$ cat config.mk
export PLATFORM = sky130hd
export DESIGN_NAME = alu_ctrl_muldiv_flat
export DESIGN_NICKNAME = d
export VERILOG_FILES = /design/src/rtl/alu_pkg.sv /design/src/rtl/alu_ctrl_muldiv_if.sv /design/src/rtl/muldiv_iter.sv /design/src/rtl/alu_ctrl_muldiv.sv /design/src/flat_wrapper.sv
export SDC_FILE = /design/constraint.sdc
export NUM_CORES = 1
export LEC_CHECK = 0
export CAP_MARGIN = 15
export CORE_MARGIN = 2
export CORE_UTILIZATION = 56
export DETAILED_ROUTE_END_ITERATION = 16
export HOLD_SLACK_MARGIN = 0.12
export MAX_ROUTING_LAYER = met4
export PLACE_DENSITY = 0.77
export SYNTH_ARGS = -nofsm -noshare
export SYNTH_HDL_FRONTEND = slang
export SYNTH_SLANG_ARGS = --single-unit
$ cat constraint.sdc
create_clock -name clk -period 8.7 [get_ports clk]
set_input_delay 2.61 -clock clk [delete_from_list [all_inputs] [get_ports clk]]
set_output_delay 2.61 -clock clk [all_outputs]
set_load 0.05 [all_outputs]
$ cat src/rtl/alu_pkg.sv
// Shared definitions for the ALU control / M-extension block.
// Holds the base-ALU Operation codes, ALUOp encodings, Funct7 patterns,
// the M-op Funct3 enum and the multiply/divide FSM state type.
package alu_pkg;

  // Base-ALU Operation codes
  localparam logic [3:0] OP_AND   = 4'b0000;
  localparam logic [3:0] OP_OR    = 4'b0001;
  localparam logic [3:0] OP_ADD   = 4'b0010;
  localparam logic [3:0] OP_SUB   = 4'b0011;
  localparam logic [3:0] OP_XOR   = 4'b0100;
  localparam logic [3:0] OP_SLT   = 4'b0101;
  localparam logic [3:0] OP_SLTU  = 4'b0110;
  localparam logic [3:0] OP_CMP   = 4'b1000;
  localparam logic [3:0] OP_SLL   = 4'b1100;
  localparam logic [3:0] OP_SRL   = 4'b1101;
  localparam logic [3:0] OP_SRA   = 4'b1110;
  localparam logic [3:0] OP_PASSB = 4'b1111;

  // ALUOp encodings coming from the main decoder
  localparam logic [1:0] ALUOP_MEM    = 2'b00;
  localparam logic [1:0] ALUOP_BRANCH = 2'b01;
  localparam logic [1:0] ALUOP_RI     = 2'b10;
  localparam logic [1:0] ALUOP_JUMP   = 2'b11;

  // Funct7 patterns of interest
  localparam logic [6:0] F7_ALT    = 7'b0100000;
  localparam logic [6:0] F7_MULDIV = 7'b0000001;

  // M-extension operation selected by Funct3
  typedef enum logic [2:0] {
    MD_MUL    = 3'b000,
    MD_MULH   = 3'b001,
    MD_MULHSU = 3'b010,
    MD_MULHU  = 3'b011,
    MD_DIV    = 3'b100,
    MD_DIVU   = 3'b101,
    MD_REM    = 3'b110,
    MD_REMU   = 3'b111
  } md_op_e;

  // Multiply/divide sequencer states
  typedef enum logic [1:0] {
    ST_IDLE = 2'b00,
    ST_MUL  = 2'b01,
    ST_DIV  = 2'b10,
    ST_DONE = 2'b11
  } md_state_e;

  // True when the decode fields describe an R-type M-extension instruction
  function automatic logic is_md_op(input logic [1:0] alu_op, input logic rtype,
                                    input logic [6:0] funct7);
    return (alu_op == ALUOP_RI) && rtype && (funct7 == F7_MULDIV);
  endfunction

endpackage

$ cat src/rtl/alu_ctrl_muldiv_if.sv
// Decode / M-extension bus between the pipeline and alu_ctrl_muldiv.
// master: pipeline side (drives decode fields and operands, reads results)
// slave : alu_ctrl_muldiv side
interface alu_ctrl_muldiv_if #(
  parameter int XLEN = 32,
  parameter int OP_W = 4
);
  logic            valid_i;
  logic [1:0]      ALUOp;
  logic            RType;
  logic [6:0]      Funct7;
  logic [2:0]      Funct3;
  logic [XLEN-1:0] src_a;
  logic [XLEN-1:0] src_b;
  logic            flush_i;
  logic [OP_W-1:0] Operation;
  logic            stall_o;
  logic            md_valid_o;
  logic [XLEN-1:0] md_result_o;

  modport master (
    output valid_i, ALUOp, RType, Funct7, Funct3, src_a, src_b, flush_i,
    input  Operation, stall_o, md_valid_o, md_result_o
  );

  modport slave (
    input  valid_i, ALUOp, RType, Funct7, Funct3, src_a, src_b, flush_i,
    output Operation, stall_o, md_valid_o, md_result_o
  );
endinterface

$ cat src/rtl/muldiv_iter.sv
// Iterative multiply/divide datapath.
// Ports: clk, rst_n; start loads operands (as magnitudes) and clears the
// counter; step performs one shift-add or restoring-division iteration.
// cnt_last flags XLEN completed iterations, special flags divide-by-zero or
// signed overflow, result is the sign-corrected final value.
module muldiv_iter
  import alu_pkg::*;
#(
  parameter int XLEN = 32
) (
  input  logic            clk,
  input  logic            rst_n,
  input  logic            start,
  input  logic            step,
  input  md_op_e          op_in,
  input  logic [XLEN-1:0] a_in,
  input  logic [XLEN-1:0] b_in,
  output logic            cnt_last,
  output logic            special,
  output logic [XLEN-1:0] result
);
  localparam int CNT_W = $clog2(XLEN) + 1;

  function automatic logic [XLEN-1:0] neg_x(input logic [XLEN-1:0] x);
    return ~x + {{(XLEN-1){1'b0}}, 1'b1};
  endfunction

  logic [CNT_W-1:0] cnt_r;
  md_op_e           op_r;
  logic [XLEN-1:0]  a_raw_r;
  logic [XLEN-1:0]  mag_b_r;
  logic [XLEN-1:0]  hi_r;        // product high half / partial remainder
  logic [XLEN-1:0]  lo_r;        // multiplier bits / quotient bits
  logic             neg_main_r;  // negate product or quotient
  logic             neg_rem_r;   // negate remainder
  logic             div_zero_r;
  logic             div_ovf_r;

  logic             a_neg_s, b_neg_s, a_signed_s, b_signed_s;
  logic             div_zero_s, div_ovf_s;
  logic [XLEN-1:0]  mag_a_s, mag_b_s;
  logic [XLEN:0]    mul_sum_s, div_shift_s, div_diff_s;
  logic [2*XLEN-1:0] prod_s, prod_neg_s;

  assign a_signed_s = (op_in == MD_MUL) || (op_in == MD_MULH) || (op_in == MD_MULHSU) ||
                      (op_in == MD_DIV) || (op_in == MD_REM);
  assign b_signed_s = (op_in == MD_MUL) || (op_in == MD_MULH) ||
                      (op_in == MD_DIV) || (op_in == MD_REM);
  assign a_neg_s    = a_signed_s & a_in[XLEN-1];
  assign b_neg_s    = b_signed_s & b_in[XLEN-1];
  assign mag_a_s    = a_neg_s ? neg_x(a_in) : a_in;
  assign mag_b_s    = b_neg_s ? neg_x(b_in) : b_in;
  assign div_zero_s = op_in[2] && (b_in == {XLEN{1'b0}});
  assign div_ovf_s  = ((op_in == MD_DIV) || (op_in == MD_REM)) &&
                      (a_in == {1'b1, {(XLEN-1){1'b0}}}) && (b_in == {XLEN{1'b1}});

  // Shift-add adds the multiplicand when the current multiplier bit is set
  assign mul_sum_s   = {1'b0, hi_r} + (lo_r[0] ? {1'b0, mag_b_r} : {(XLEN+1){1'b0}});
  // Restoring division: shift in the next dividend bit, trial-subtract divisor
  assign div_shift_s = {hi_r, lo_r[XLEN-1]};
  assign div_diff_s  = div_shift_s - {1'b0, mag_b_r};

  assign prod_s     = {hi_r, lo_r};
  assign prod_neg_s = ~prod_s + {{(2*XLEN-1){1'b0}}, 1'b1};
  assign cnt_last   = (cnt_r == CNT_W'(XLEN));
  assign special    = div_zero_r | div_ovf_r;

  // Operand capture at accept and one iteration per step
  always_ff @(posedge clk or negedge rst_n) begin
    if (!rst_n) begin
      cnt_r      <= {CNT_W{1'b0}};
      op_r       <= MD_MUL;
      a_raw_r    <= {XLEN{1'b0}};
      mag_b_r    <= {XLEN{1'b0}};
      hi_r       <= {XLEN{1'b0}};
      lo_r       <= {XLEN{1'b0}};
      neg_main_r <= 1'b0;
      neg_rem_r  <= 1'b0;
      div_zero_r <= 1'b0;
      div_ovf_r  <= 1'b0;
    end else if (start) begin
      cnt_r      <= {CNT_W{1'b0}};
      op_r       <= op_in;
      a_raw_r    <= a_in;
      mag_b_r    <= mag_b_s;
      hi_r       <= {XLEN{1'b0}};
      lo_r       <= mag_a_s;
      neg_main_r <= a_neg_s ^ b_neg_s;
      neg_rem_r  <= a_neg_s;
      div_zero_r <= div_zero_s;
      div_ovf_r  <= div_ovf_s;
    end else if (step) begin
      cnt_r <= cnt_r + CNT_W'(1);
      if (op_r[2]) begin
        if (!div_diff_s[XLEN]) begin
          hi_r <= div_diff_s[XLEN-1:0];
          lo_r <= {lo_r[XLEN-2:0], 1'b1};
        end else begin
          hi_r <= div_shift_s[XLEN-1:0];
          lo_r <= {lo_r[XLEN-2:0], 1'b0};
        end
      end else begin
        hi_r <= mul_sum_s[XLEN:1];
        lo_r <= {mul_sum_s[0], lo_r[XLEN-1:1]};
      end
    end
  end

  // Final result selection with sign correction and divide corner cases
  always_comb begin
    result = {XLEN{1'b0}};
    case (op_r)
      MD_MUL: begin
        result = neg_main_r ? prod_neg_s[XLEN-1:0] : prod_s[XLEN-1:0];
      end
      MD_MULH, MD_MULHSU, MD_MULHU: begin
        result = neg_main_r ? prod_neg_s[2*XLEN-1:XLEN] : prod_s[2*XLEN-1:XLEN];
      end
      MD_DIV, MD_DIVU: begin
        if (div_zero_r) begin
          result = {XLEN{1'b1}};
        end else if (div_ovf_r) begin
          result = a_raw_r;
        end else begin
          result = neg_main_r ? neg_x(lo_r) : lo_r;
        end
      end
      MD_REM, MD_REMU: begin
        if (div_zero_r) begin
          result = a_raw_r;
        end else if (div_ovf_r) begin
          result = {XLEN{1'b0}};
        end else begin
          result = neg_rem_r ? neg_x(hi_r) : hi_r;
        end
      end
      default: result = {XLEN{1'b0}};
    endcase
  end

endmodule

$ cat src/rtl/alu_ctrl_muldiv.sv
// ALU control decoder with an iterative M-extension sequencer.
// Ports: clk, rst_n (async active-low), bus (alu_ctrl_muldiv_if.slave):
// decode fields in, combinational Operation out, stall_o while an M op is
// unresolved, md_valid_o one-cycle pulse with md_result_o.
module alu_ctrl_muldiv
  import alu_pkg::*;
#(
  parameter int XLEN = 32,
  parameter int OP_W = 4
) (
  input  logic               clk,
  input  logic               rst_n,
  alu_ctrl_muldiv_if.slave   bus
);
  md_state_e       state_r, state_next_s;
  logic [3:0]      op_code_s;
  logic            md_op_s, accept_s, step_s, stall_s;
  logic            cnt_last_s, special_s;
  logic [XLEN-1:0] dp_result_s;
  logic            md_valid_r;
  logic [XLEN-1:0] md_result_r;

  // Base-ALU operation decode
  always_comb begin
    op_code_s = OP_ADD;
    case (bus.ALUOp)
      ALUOP_MEM:    op_code_s = OP_ADD;
      ALUOP_BRANCH: op_code_s = OP_CMP;
      ALUOP_JUMP:   op_code_s = OP_PASSB;
      ALUOP_RI: begin
        case (bus.Funct3)
          3'b000: begin
            // I-type has no Funct7, so only R-type may select SUB
            if (bus.RType && (bus.Funct7 == F7_ALT)) op_code_s = OP_SUB;
            else                                     op_code_s = OP_ADD;
          end
          3'b001: op_code_s = OP_SLL;
          3'b010: op_code_s = OP_SLT;
          3'b011: op_code_s = OP_SLTU;
          3'b100: op_code_s = OP_XOR;
          3'b101: begin
            // SRAI carries the same bit pattern in its immediate
            if (bus.Funct7 == F7_ALT) op_code_s = OP_SRA;
            else                      op_code_s = OP_SRL;
          end
          3'b110: op_code_s = OP_OR;
          3'b111: op_code_s = OP_AND;
          default: op_code_s = OP_ADD;
        endcase
      end
      default: op_code_s = OP_ADD;
    endcase
  end

  assign bus.Operation = OP_W'(op_code_s);
  assign md_op_s  = is_md_op(bus.ALUOp, bus.RType, bus.Funct7);
  assign accept_s = (state_r == ST_IDLE) && bus.valid_i && md_op_s && !bus.flush_i;

  // Sequencer next-state and iteration enable
  always_comb begin
    state_next_s = state_r;
    step_s       = 1'b0;
    if (bus.flush_i) begin
      state_next_s = ST_IDLE;
    end else begin
      case (state_r)
        ST_IDLE: begin
          if (accept_s) state_next_s = bus.Funct3[2] ? ST_DIV : ST_MUL;
          else          state_next_s = ST_IDLE;
        end
        ST_MUL: begin
          if (cnt_last_s) state_next_s = ST_DONE;
          else            step_s       = 1'b1;
        end
        ST_DIV: begin
          // Corner cases are resolved in the first DIV cycle
          if (special_s || cnt_last_s) state_next_s = ST_DONE;
          else                         step_s       = 1'b1;
        end
        ST_DONE: state_next_s = ST_IDLE;
        default: state_next_s = ST_IDLE;
      endcase
    end
  end

  // Pipeline stall; DONE releases the pipeline so the M op is not re-accepted
  always_comb begin
    stall_s = 1'b0;
    if (!rst_n || bus.flush_i) begin
      stall_s = 1'b0;
    end else if (accept_s || (state_r == ST_MUL) || (state_r == ST_DIV)) begin
      stall_s = 1'b1;
    end else begin
      stall_s = 1'b0;
    end
  end

  assign bus.stall_o     = stall_s;
  assign bus.md_valid_o  = md_valid_r;
  assign bus.md_result_o = md_result_r;

  // State register
  always_ff @(posedge clk or negedge rst_n) begin
    if (!rst_n) state_r <= ST_IDLE;
    else        state_r <= state_next_s;
  end

  // Result registers loaded on entry to DONE, held otherwise
  always_ff @(posedge clk or negedge rst_n) begin
    if (!rst_n) begin
      md_valid_r  <= 1'b0;
      md_result_r <= {XLEN{1'b0}};
    end else begin
      md_valid_r <= (state_next_s == ST_DONE);
      if (state_next_s == ST_DONE) md_result_r <= dp_result_s;
    end
  end

  muldiv_iter #(.XLEN(XLEN)) u_iter (
    .clk      (clk),
    .rst_n    (rst_n),
    .start    (accept_s),
    .step     (step_s),
    .op_in    (md_op_e'(bus.Funct3)),
    .a_in     (bus.src_a),
    .b_in     (bus.src_b),
    .cnt_last (cnt_last_s),
    .special  (special_s),
    .result   (dp_result_s)
  );

endmodule

$ cat src/flat_wrapper.sv
// flat-port wrapper written by rule: the top's interface ports become plain ports
module alu_ctrl_muldiv_flat import alu_pkg::*;
#(
  parameter int XLEN = 32,
  parameter int OP_W = 4
)
  (clk, rst_n, bus_valid_i, bus_ALUOp, bus_RType, bus_Funct7, bus_Funct3, bus_src_a, bus_src_b, bus_flush_i, bus_Operation, bus_stall_o, bus_md_valid_o, bus_md_result_o);
  alu_ctrl_muldiv_if #(.XLEN(XLEN), .OP_W(OP_W)) bus_i ();
  input  logic clk;
  input  logic rst_n;
  input wire logic [$bits(bus_i.valid_i)-1:0] bus_valid_i;
  input wire logic [$bits(bus_i.ALUOp)-1:0] bus_ALUOp;
  input wire logic [$bits(bus_i.RType)-1:0] bus_RType;
  input wire logic [$bits(bus_i.Funct7)-1:0] bus_Funct7;
  input wire logic [$bits(bus_i.Funct3)-1:0] bus_Funct3;
  input wire logic [$bits(bus_i.src_a)-1:0] bus_src_a;
  input wire logic [$bits(bus_i.src_b)-1:0] bus_src_b;
  input wire logic [$bits(bus_i.flush_i)-1:0] bus_flush_i;
  output wire logic [$bits(bus_i.Operation)-1:0] bus_Operation;
  output wire logic [$bits(bus_i.stall_o)-1:0] bus_stall_o;
  output wire logic [$bits(bus_i.md_valid_o)-1:0] bus_md_valid_o;
  output wire logic [$bits(bus_i.md_result_o)-1:0] bus_md_result_o;
  assign bus_i.valid_i = bus_valid_i;
  assign bus_i.ALUOp = bus_ALUOp;
  assign bus_i.RType = bus_RType;
  assign bus_i.Funct7 = bus_Funct7;
  assign bus_i.Funct3 = bus_Funct3;
  assign bus_i.src_a = bus_src_a;
  assign bus_i.src_b = bus_src_b;
  assign bus_i.flush_i = bus_flush_i;
  assign bus_Operation = bus_i.Operation;
  assign bus_stall_o = bus_i.stall_o;
  assign bus_md_valid_o = bus_i.md_valid_o;
  assign bus_md_result_o = bus_i.md_result_o;
  alu_ctrl_muldiv #(.XLEN(XLEN), .OP_W(OP_W)) u_core (.clk(clk), .rst_n(rst_n), .bus(bus_i));
endmodule
# Word level (Yosys, flattened, before mapping)
# Cells that the tools add are included.
# classes
n_reduce_logical,31
n_mul,0
mux,38
bitwise_logic,9
n_addsub,8
shift,0
n_div,0
eq_ne,26
order_cmp,0
# ops
operator,n
$mux 32,18
$add 32x1->32 const B,4
$not 32->32,4
$pmux 32 s4,1
$add 64x1->64 const B,1
$eq 32x32->1 const B,2
$not 64->64,1
$add 32x32->33,1
$sub 33x32->33,1
$logic_not 32->1,1
$pmux 4 s8,1
$eq 3x3->1 const B,8
$pmux 4 s4,1
$eq 3x2->1 const B,4
$mux 2,6
$mux 6,2
$logic_or 1x1->1,11
$eq 2x2->1 const B,5
$logic_and 1x1->1,9
$pmux 2 s4,1
$eq 7x1->1 const B,1
$eq 7x6->1 const B,1
$mux 1,7
$add 6x1->6 const B,1
other kinds (13),20
# word_totals
mem_count,0
romBits,0
ff_bits,176
in_bits,81
latch_bits,0
out_inout_bits,38
ram_bits,0

# Depth between registers and ports, before layout
# Gate-level depths: netlist of run 1.
# logic_depth
word_depth,9
ltp_mapped,14
mapped_depth_nobuf,13

# Cells and area by module
# From an unflattened synthesis of run 1, not the netlist that was laid out.
# unflattened
hier_cells,2030
area_unflattened_um2,16180.5
# by_module_without_submodules
mod,area_per_inst_um2,cells_each,instances
muldiv_iter,14617.8,1916,1
alu_ctrl_muldiv,1562.7,114,1

# Worst setup path after synthesis of run 1
# Ideal clock, no wire load.
# synth_timing
kind,input -> output
from,in bus_ALUOp[0]
to,out bus_stall_o
arrival_ns,5.066
path_stages,5
t_required_ns,6.090
setup_slack_ns,1.024
path_cell_list,or4b_2 > nor3_1 > clkbuf_1 > nor3_1 > nor3b_1
# synth_between
elab_chain_len,9
# synth_rtl
element,line,rtl
"start, declared",flat_wrapper.sv:12,input wire logic [$bits(bus_i.ALUOp)-1:0] bus_ALUOp;
$eq 2x2->1,alu_pkg.sv:53,return (alu_op == ALUOP_RI) && rtype && (funct7 == F7_MULDIV);
$logic_and 1x1->1 (2 in a row),alu_pkg.sv:53,
$logic_and 1x1->1 (2 in a row),alu_ctrl_muldiv.sv:57,assign accept_s = (state_r == ST_IDLE) && bus.valid_i && md_op_s && !bus.flush_i;
$logic_or 1x1->1 (2 in a row),alu_ctrl_muldiv.sv:91,end else if (accept_s || (state_r == ST_MUL) || (state_r == ST_DIV)) begin
$mux 1,alu_ctrl_muldiv.sv:91,
$mux 1,alu_ctrl_muldiv.sv:89,if (!rst_n || bus.flush_i) begin
"end, declared",flat_wrapper.sv:20,output wire logic [$bits(bus_i.stall_o)-1:0] bus_stall_o;
# Every way passes these cells.

# Worst setup path after layout of run 1
# Ends and elaborated chain as after synthesis.

==> results of run 1 <==
==> through the flow <==
stage                     utilization  cell area [um^2]  total power, uW  std cells  setup slack [ns]
after floorplan                     -             16200             1100       2110              1.02
after CTS                       0.634             18100             2090       2518             0.965
after global routing            0.634             18100             2170       2520             0.839
after detailed placement        0.612             17500             1250       2486             0.973
after global placement          0.612             17500             1240       2486              1.04
final                           0.634             18100             2100       2520             0.982
==> worst max-delay path, delay by kind of cell <==
kind,cells,cell delay [ns]
simple gates,4,1.15
buf+inv,2,1.35
==> area by class of cell <==
class,count,area [um^2]
antenna,2,5.00
fill,2590,10500
multi-input combinational,1725,11000
timing repair buffer,138,1350
tap,384,480
clock inverter,14,203
inverter,63,236
clock buffer,18,429
sequential,176,4410
==> placed cells by master (no fill, tap or decap), drive strengths merged, types with 12 or more instances in the layout <==
| cell type | count |
|---|---|
| mux2i | 63 |
| clkbuf | 18 |
| a31oi | 22 |
| o21ai | 228 |
| ha | 75 |
| a221o | 13 |
| a21oi | 126 |
| a221oi | 17 |
| o211ai | 45 |
| a21o | 24 |
| nand2 | 319 |
| xnor2 | 109 |
| o221ai | 14 |
| dfrtp | 176 |
| or4 | 18 |
| clkdlybuf4s50 | 117 |
| o31ai | 34 |
| nor2b | 16 |
| nand3 | 32 |
| xor2 | 88 |
| nor2 | 154 |
| nor3 | 47 |
| a22oi | 17 |
| a211oi | 20 |
| nand4 | 26 |
| o22ai | 12 |
| or3 | 25 |
| buf | 21 |
| nor4 | 21 |
| nand2b | 24 |
| inv | 66 |
| and2 | 15 |
==> Yosys cell counts, drive strengths merged (12+ instances only) <==
master	n	area [um^2]
nor2	154	578
and2	15	93.8
inv	61	229
xnor2	109	955
o21ai	228	1140
a22oi	17	128
o31ai	34	255
a221oi	17	149
a31oi	22	138
a211oi	20	155
nand3	32	160
or4	18	158
a221o	13	130
ha	75	938
nand2b	24	150
nor4	21	153
mux2i	63	631
a21o	24	180
a21oi	126	631
xor2	88	771
nor3	47	240
dfrtp	176	4400
nor2b	16	100
nand2	319	1200
buf	24	108
o211ai	45	338
o221ai	14	123
or3	25	166
clkbuf	122	458
o22ai	12	75.1
nand4	26	163
==> kinds of logic (layout without fill, tap and decap cells) <==
kind of cell,count (synthesis),in the layout,share of synthesized area
AOI/OAI and AO/OA,645,645,0.253
xor gates and xnor gates,197,197,0.107
adders and majority gates,77,77,0.0605
buffers and inverters,209,233,0.0496
DFF,176,176,0.272
muxes,69,69,0.0432
other,0,2,0
and+or+nand+nor,737,737,0.214
==> per-layer routing <==
metal	routed length (um)	global-route usage
met1	24100	0.519
met2	23100	0.530
met3	5920	0.0838
met4	1450	0.106
met5	0	-
==> how the worst min path moves through the flow <==
| stage | cells after the start | from | slack (ns) | end |
|---|---|---|---|---|
| 3_5_place_dp | 2 | u_core.bus.md_result_o[2] | 0.47 | u_core.bus.md_result_o[2] |
| 3_3_place_gp | 2 | u_core.bus.md_result_o[8] | 0.46 | u_core.bus.md_result_o[8] |
| 5_1_grt | 2 | u_core.u_iter.mag_b_r[29] | 0.51 | u_core.u_iter.mag_b_r[29] |
| 4_1_cts | 2 | u_core.u_iter.mag_b_r[12] | 0.49 | u_core.u_iter.mag_b_r[12] |
| 2_1_floorplan | 2 | u_core.u_iter.a_raw_r[19] | 0.45 | u_core.u_iter.a_raw_r[19] |
| 6_report | 2 | u_core.u_iter.mag_b_r[18] | 0.48 | u_core.u_iter.mag_b_r[18] |
==> where the power goes <==
group / internal [uW] / switching (uW) / total (uW) / leakage, uW
logic: 158 / 227 / 385 / 0.00492
registers: 830 / 28.2 / 858 / 0.00241
clock network: 487 / 370 / 857 / 0.000295
total: 1470 / 625 / 2100 / 0.00762
==> state kept, by name, indices dropped and copies added (netlist names), 2 cells and up <==
signal,flops
u_core.u_iter.hi_r,32
u_core.u_iter.lo_r,32
u_core.u_iter.a_raw_r,32
u_core.u_iter.op_r,3
u_core.u_iter.mag_b_r,32
u_core.u_iter.cnt_r,6
u_core.state_r,2
u_core.bus.md_result_o,32
==> impl_metrics.tcl, run 1 <==
set metrics [dict create \
    seq_area_frac_synth 0.272 \
    critical_path.max_stage_delay_ns 0.85 \
    power_leakage_uw 0.00762 \
    hold_viol_final 0 \
    grt_max_degree 177 \
    antenna_found_initial 2 \
    critPathArrivalTime_ns 5.11 \
    fin_skew_ns 0.0248 \
    synth-seq-cells 176 \
    io_buffer_count 118 \
    drv_cap 0 \
    path_max_fanout 6 \
    dp_hpwl_mm 40.1 \
    synth_fp_nets 2268 \
    drt_iter0_drc 2000 \
    ys_warn_count 0 \
    syn_to_final_growth_pct 11.9 \
    wirelength_mm 54.6 \
    post-route-min-period_ns 7.72 \
    crit_required_ns 6.09 \
    cts_hold_buffers 0 \
    vias_per_cell 6.57 \
    rsz0062_at_grt "no" \
    crit_type "in -> out" \
    first_global_vias 15249 \
    status "finished, final reports clean" \
    ys_async_sr_fraction 1.00 \
    hp-class "reg -> reg" \
    cts_sinks 176 \
    ys.flop_type "dfrtp_1" \
    fin_crit_sh 0.887 \
    startpoint_type "input pin" \
    power_per_cell_area_mw_per_mm2 116 \
    htreeDepth 4 \
    ant_nets 0 \
    post_cts_buffers 0 \
    drv_slew 0 \
    max-slew-margin-rel 0.225 \
    endpoint "bus_stall_o" \
    die_w_um 174 \
    cts_tree "done" \
    cts_resized 0 \
    r2r_cells 12 \
    tightest_slew_ns 1.15 \
    gp_congestion 1.05 \
    pin_count 119 \
    row_count 62 \
    synth-edff-count 0 \
    numCtsBuffers 17 \
    r2r-start "u_core.u_iter.lo_r[0]" \
    die_y_um 174 \
    coreArea_mm2 0.0285 \
    dieArea_mm2 0.0302 \
    start_util 0.566 \
    grt.overflow.total 0 \
    fin_tns_setup_ns 0 \
    synthCells 2110 \
    cts_buffer_depth 2 \
    cpMostUsedCell "clkdlybuf4s50_1" \
    drc_errors 0 \
    worstPathCellList "clkdlybuf4s50_1, or4b_2, nor3_2, nor3_1, nor3b_1, clkdlybuf4s50_1" \
    ctsRootBufferMaster "clkbuf_16" \
    hold_slack_ns 0.478 \
    fmax_ghz 0.130 \
    gr-usage-all-layers 0.368 \
    synth_area_mm2 0.0162 \
    drive_gt1_frac 0.0440 \
    end_kind "primary output" \
    dr.pass1.iters 6 \
    syn_avg_cell_area_um2 7.66 \
    cpMaxStageDelayCell "clkdlybuf4s50_1" \
    startpoint "bus_ALUOp[0]" \
    grt_pass1_wl_mm 85.8 \
    irDropWorstVdd_mv 0.118 \
    ys_types 77 \
    rrSetupSlack_ns 4.28 \
    vias 16561 \
    nets 2279 \
    clk_pin_slew_ns 0.07 \
    clkLatencyLatePin_ns 0.45 \
    setup_viol 0 \
    rr_endpoint "u_core.bus.md_result_o[26]" \
    wl_per_cell_um 21.7 \
]
Power figures use the tool's default switching activity.
==> inputs of run 2 (changes only) <==
--- a/config.mk
+++ b/config.mk
@@ -12,6 +12,7 @@
 export HOLD_SLACK_MARGIN = 0.12
 export MAX_ROUTING_LAYER = met4
 export PLACE_DENSITY = 0.77
+export SLEW_MARGIN = 30
 export SYNTH_ARGS = -nofsm -noshare
 export SYNTH_HDL_FRONTEND = slang
 export SYNTH_SLANG_ARGS = --single-unit
==> run 2 against run 1 <==
Against the previous run: sequential cell count unchanged; power increased by 0.22%; sequential power about the same; sequential share of layout area decreased by 0.052 points; highest routed layer unchanged; design area increased by 0.21%; fmax about the same; register-to-register slack got worse by 0.09 ns; clock skew increased by 0.0020 ns.
==> impl_metrics.tcl, run 2 (synthesis results as in run 1) <==
set metrics [dict create \
    status "finished, final reports clean" \
    clkLatencyLatePin_ns 0.45 \
    ctsRootBufferMaster "clkbuf_16" \
    rrSetupSlack_ns 4.19 \
    start_util 0.566 \
    coreArea_mm2 0.0285 \
    crit_required_ns 6.09 \
    dp_hpwl_mm 40.1 \
    clk_pin_slew_ns 0.07 \
    cts_sinks 176 \
    drc_errors 0 \
    row_count 62 \
    fin_cells 2521 \
    grt_max_degree 177 \
    nets 2280 \
    fin_skew_ns 0.0268 \
    dr.pass1.iters 5 \
    cts_buffer_depth 2 \
    ant_nets 0 \
    drv_slew 0 \
    grt_pass1_wl_mm 85.8 \
    startpoint_type "input pin" \
    power_leakage_uw 0.00764 \
    wirelength_mm 54.8 \
    p_switching_uw 628 \
    gr-usage-met3 0.0838 \
    setup_viol 0 \
    power_per_cell_area_mw_per_mm2 116 \
    tightest_slew_ns 0.917 \
    wl_per_cell_um 21.7 \
    syn_to_final_growth_pct 12.2 \
    p_clk_frac 0.408 \
    dpl-instance-area_mm2 0.0175 \
    irDropWorstVdd_mv 0.118 \
    die_w_um 174 \
    use_met2 0.530 \
    vias_per_cell 6.57 \
    p_int_uw 1480 \
    cts_tree "done" \
    max-slew-margin-rel 0.389 \
    path_max_fanout 6 \
    regArea_mm2 0.00441 \
    numCtsBuffers 17 \
    hold_viol_final 0 \
    crit_type "in -> out" \
    fin_util 0.635 \
    sw_frac_of_total 0.299 \
    gp_congestion 1.05 \
    nFillCells 2579 \
    power.share.sequential 0.408 \
    gr-usage-met1 0.519 \
    cts_resized 0 \
    fin_crit_sh 0.887 \
    htreeDepth 4 \
    critPathArrivalTime_ns 5.11 \
    post-route-min-period_ns 7.72 \
    drive_gt1_frac 0.0450 \
    hold_slack_ns 0.479 \
    hp-class "reg -> reg" \
    dp.cells 2486 \
    io_buffer_count 118 \
    fin_tns_setup_ns 0 \
    gr-usage-all-layers 0.368 \
    grt.overflow.total 0 \
    cts_hold_buffers 0 \
    antenna_found_initial 2 \
    first_global_vias 15249 \
    post_cts_buffers 0 \
    combPwrFrac 0.184 \
    final_cell_mix "nand2_1 (319), o21ai_0 (217), dfrtp_1 (175)" \
    die_y_um 174 \
    fmax_ghz 0.130 \
    drt_iter0_drc 2082 \
    layout_commonest_cell "nand2_1" \
    design_area_mm2 0.0181 \
    grt-busiest-layer "met2" \
    end_kind "primary output" \
    pin_count 119 \
    dieArea_mm2 0.0302 \
    rsz0062_at_grt "no" \
    drv_cap 0 \
    multi_input_area_mm2 0.0110 \
    vias 16557 \
]
run 2: metal layers:
metal / vias to the layer above / share of wire
li1: 7635 / -
met1: 7928 / 0.44
met2: 894 / 0.42
met3: 100 / 0.11
met4: 0 / 0.025
met5: - / 0
run 2: cell type report:
cell class	instances	share of cell area
inverter	63	0.0130
timing repair buffer	139	0.0757
tap	384	0.0265
sequential	176	0.243
clock inverter	14	0.0112
clock buffer	18	0.0237
multi-input combinational	1725	0.607
antenna	2	0.000276
run 2: metrics by stage:
| step | worst slack (ns) | power (uW) |
|---|---|---|
| floorplan | 1.02 | 1100 |
| global placement | 1.04 | 1240 |
| detailed placement | 0.973 | 1250 |
| CTS | 0.965 | 2090 |
| global route | 0.839 | 2170 |
| finish | 0.985 | 2100 |
run 2: worst max-delay path, stage by stage:
cell and delay [ns]:
clkdlybuf4s50_1 0.50, or4b_2 0.73, nor3_2 0.15, nor3_1 0.06
nor3b_1 0.21, clkdlybuf4s50_1 0.85
run 2: power by group through the flow:
stage               logic [uW]  registers [uW]  clock network (uW)
floorplan                  242             857                   0
global placement           369             872                   0
detailed placement         375             872                   0
CTS                        377             856                 858
global route               418             859                 891
finish                     387             858                 859
run 2: path summary, 6_finish.rpt:
path	start	endpoint	cells past startpoint
max	bus_ALUOp[0]	bus_stall_o	6
min	u_core.u_iter.mag_b_r[18]	u_core.u_iter.mag_b_r[18]	2
max reg2reg	u_core.u_iter.lo_r[0]	u_core.bus.md_result_o[26]	12
min reg2reg	u_core.u_iter.mag_b_r[18]	u_core.u_iter.mag_b_r[18]	2
max in group asynchronous	rst_n	u_core.bus.md_result_o[18]	3
min in group asynchronous	rst_n	u_core.u_iter.mag_b_r[8]	2
==> inputs of run 3 (changes only) <==
--- a/config.mk
+++ b/config.mk
@@ -12,7 +12,9 @@
 export HOLD_SLACK_MARGIN = 0.12
 export MAX_ROUTING_LAYER = met4
 export PLACE_DENSITY = 0.77
+export RECOVER_POWER = 100
 export SLEW_MARGIN = 30
 export SYNTH_ARGS = -nofsm -noshare
 export SYNTH_HDL_FRONTEND = slang
+export SYNTH_HIERARCHICAL = 1
 export SYNTH_SLANG_ARGS = --single-unit
==> run 3 against run 2 <==
Against the previous run: the flow now finishes with violations (antenna rules, capacitance limit, slew limit); clock skew is 0.014 ns lower; fmax decreased by 3.2%; clock power down 10%; non-clock buffer count did not move; clock-buffer cell count is the same; utilization is 0.079 points lower; critical path type unchanged; largest cell class unchanged; highest routed layer unchanged.
==> impl_metrics.tcl, run 3 <==
set metrics [dict create \
    power_leakage_uw 0.00805 \
    htreeDepth 4 \
    rsz0062_at_grt "no" \
    dp_hpwl_mm 42.8 \
    cts_hold_buffers 0 \
    antenna_found_initial 5 \
    tightest_slew_ns 3.86 \
    drt_iter0_drc 2235 \
    seq_area_frac_synth 0.272 \
    fin_util 0.634 \
    yosys-top-cells-count "nor2_1 (201), nand2_1 (188), a21oi_1 (181)" \
    wirelength_mm 56.9 \
    critPathArrivalTime_ns 5.36 \
    die_y_um 174 \
    startpoint_type "input pin" \
    ctsRootBufferMaster "clkbuf_16" \
    coreArea_mm2 0.0285 \
    status "finished with violations" \
    fin_cells 2464 \
    dp.cells 2423 \
    gr-usage-met3 0.0836 \
    drc_errors 0 \
    r2r-start "u_core/u_iter/lo_r[31]" \
    dr.pass1.iters 8 \
    rr_endpoint "u_core/u_iter/hi_r[3]" \
    hold_slack_ns 0.502 \
    crit_required_ns 6.09 \
    rrSetupSlack_ns 4.09 \
    nets 2215 \
    fin_crit_sh 0.917 \
    numCtsBuffers 17 \
    end_kind "primary output" \
    cts_resized 0 \
    synth_area_leaders "dfrtp_1 (27%), xor2_1 (5.8%), ha_1 (5.7%)" \
    post-route-min-period_ns 7.97 \
    fmax_ghz 0.125 \
    setup_viol 0 \
    hp-class "reg -> reg" \
    power_per_cell_area_mw_per_mm2 106 \
    synth_most_common_cell "nor2_1" \
    clk_pin_slew_ns 0.07 \
    ys_async_sr_fraction 1.00 \
    vias 16390 \
    clkLatencyLatePin_ns 0.45 \
    fin_tns_setup_ns 0 \
    gp_congestion 1.00 \
    syn_to_final_growth_pct 11.9 \
    r2r_cells 14 \
    drive_gt1_frac 0.0744 \
    dieArea_mm2 0.0303 \
    synthCells 2030 \
    synth_area_mm2 0.0162 \
    gr-usage-met1 0.551 \
    yosys.area.top_type "dfrtp_1" \
    cts_tree "done" \
    ys_warn_count 6 \
    gr-usage-all-layers 0.383 \
    irDropWorstVdd_mv 0.101 \
    synth_fp_nets 2187 \
    max-slew-margin-rel -1.57 \
    cts_sinks 176 \
    fin_skew_ns 0.0131 \
    hold_depth 1 \
    first_global_vias 14922 \
    ys_types 81 \
    grt_pass1_wl_mm 87.5 \
    grt_max_degree 102 \
    use_met2 0.533 \
    syn_avg_cell_area_um2 7.97 \
    layout_commonest_cell "nor2_1" \
    die_w_um 174 \
    row_count 62 \
    final_cell_mix "nor2_1 (200), nand2_1 (188), a21oi_1 (181)" \
    io_buffer_count 118 \
    start_util 0.567 \
    power_uw 1930 \
    synth-edff-count 0 \
    crit_type "in -> out" \
    synth-seq-cells 176 \
    drv_slew 206 \
    grt-busiest-layer "met1" \
    hold_viol_final 0 \
    ant_nets 1 \
    pin_count 119 \
    hold_start "u_core/bus.md_result_o[12]" \
    drv_cap 3 \
    ys.flop_type "dfrtp_1" \
    netlist.area_leader.share 0.272 \
    min_to "u_core/bus.md_result_o[12]" \
    post_cts_buffers 0 \
    vias_per_cell 6.65 \
    path_max_fanout 2 \
    cts_buffer_depth 2 \
    wl_per_cell_um 23.1 \
    grt.overflow.total 0 \
    violations "antenna rules, capacitance limit, slew limit" \
]
run 3: changes by cell type in the layout (fill, tap and decap cells not counted), sizes merged, moves of 26 or more:
cell	change
clkdlybuf4s50	-43
nand2	-131
a211oi	+26
mux2	+66
o21ai	-82
a21oi	+55
dlygate4sd3	+43
o211ai	-30
nor2	+47
run 3: how the worst max path moves through the flow:
stage | start | endpoint | cells past startpoint
2_1_floorplan | bus_Funct7[1] | bus_Operation[0] | 4
3_3_place_gp | bus_Funct7[1] | bus_Operation[0] | 6
3_5_place_dp | bus_Funct7[1] | bus_Operation[0] | 6
4_1_cts | bus_Funct7[1] | bus_Operation[0] | 6
5_1_grt | bus_Funct7[1] | bus_stall_o | 6
6_report | bus_Funct7[1] | bus_stall_o | 6
run 3: metrics by stage:
step	worst slack [ns]	cell area, um^2
floorplan	1.32	16200
global placement	1.05	17500
detailed placement	1.05	17500
CTS	1.04	18100
global route	0.528	18100
finish	0.726	18100
run 3: worst max-delay path, cell delays in order:
cell and delay [ns]:
dlygate4sd3_1 0.53, or4_1 0.61, nor4_1 0.46, nor3_1 0.09, nor3b_1 0.17, dlygate4sd3_1 0.89
run 3: power breakdown:
| part | switching (uW) | internal [uW] |
|---|---|---|
| registers | 15.6 | 825 |
| logic | 196 | 118 |
| clock network | 383 | 390 |
run 3: cell families after synthesis:
group | count (synthesis) | share of synthesized area
XOR/XNOR | 209 | 0.113
multiplexers | 123 | 0.0817
AO/OA/AOI/OAI | 624 | 0.246
adder cells (fa/ha/maj) | 76 | 0.0597
buffers and inverters | 215 | 0.0513
AND/OR/NAND/NOR | 607 | 0.176
flip-flops | 176 | 0.272
run 3: routing by layer:
layer / up-vias / wire, um
li1: 7434 / -
met1: 7873 / 25000
met2: 953 / 23800
met3: 130 / 6270
met4: 0 / 1810
met5: - / 0
run 3: layout make-up:
class                      count  area [um^2]
clock buffer                  18          439
antenna                        9         22.5
tap                          384          480
multi-input combinational   1639        11000
fill                        2544        10400
timing repair buffer         139         1330
sequential                   176         4410
clock inverter                14          143
inverter                      85          319
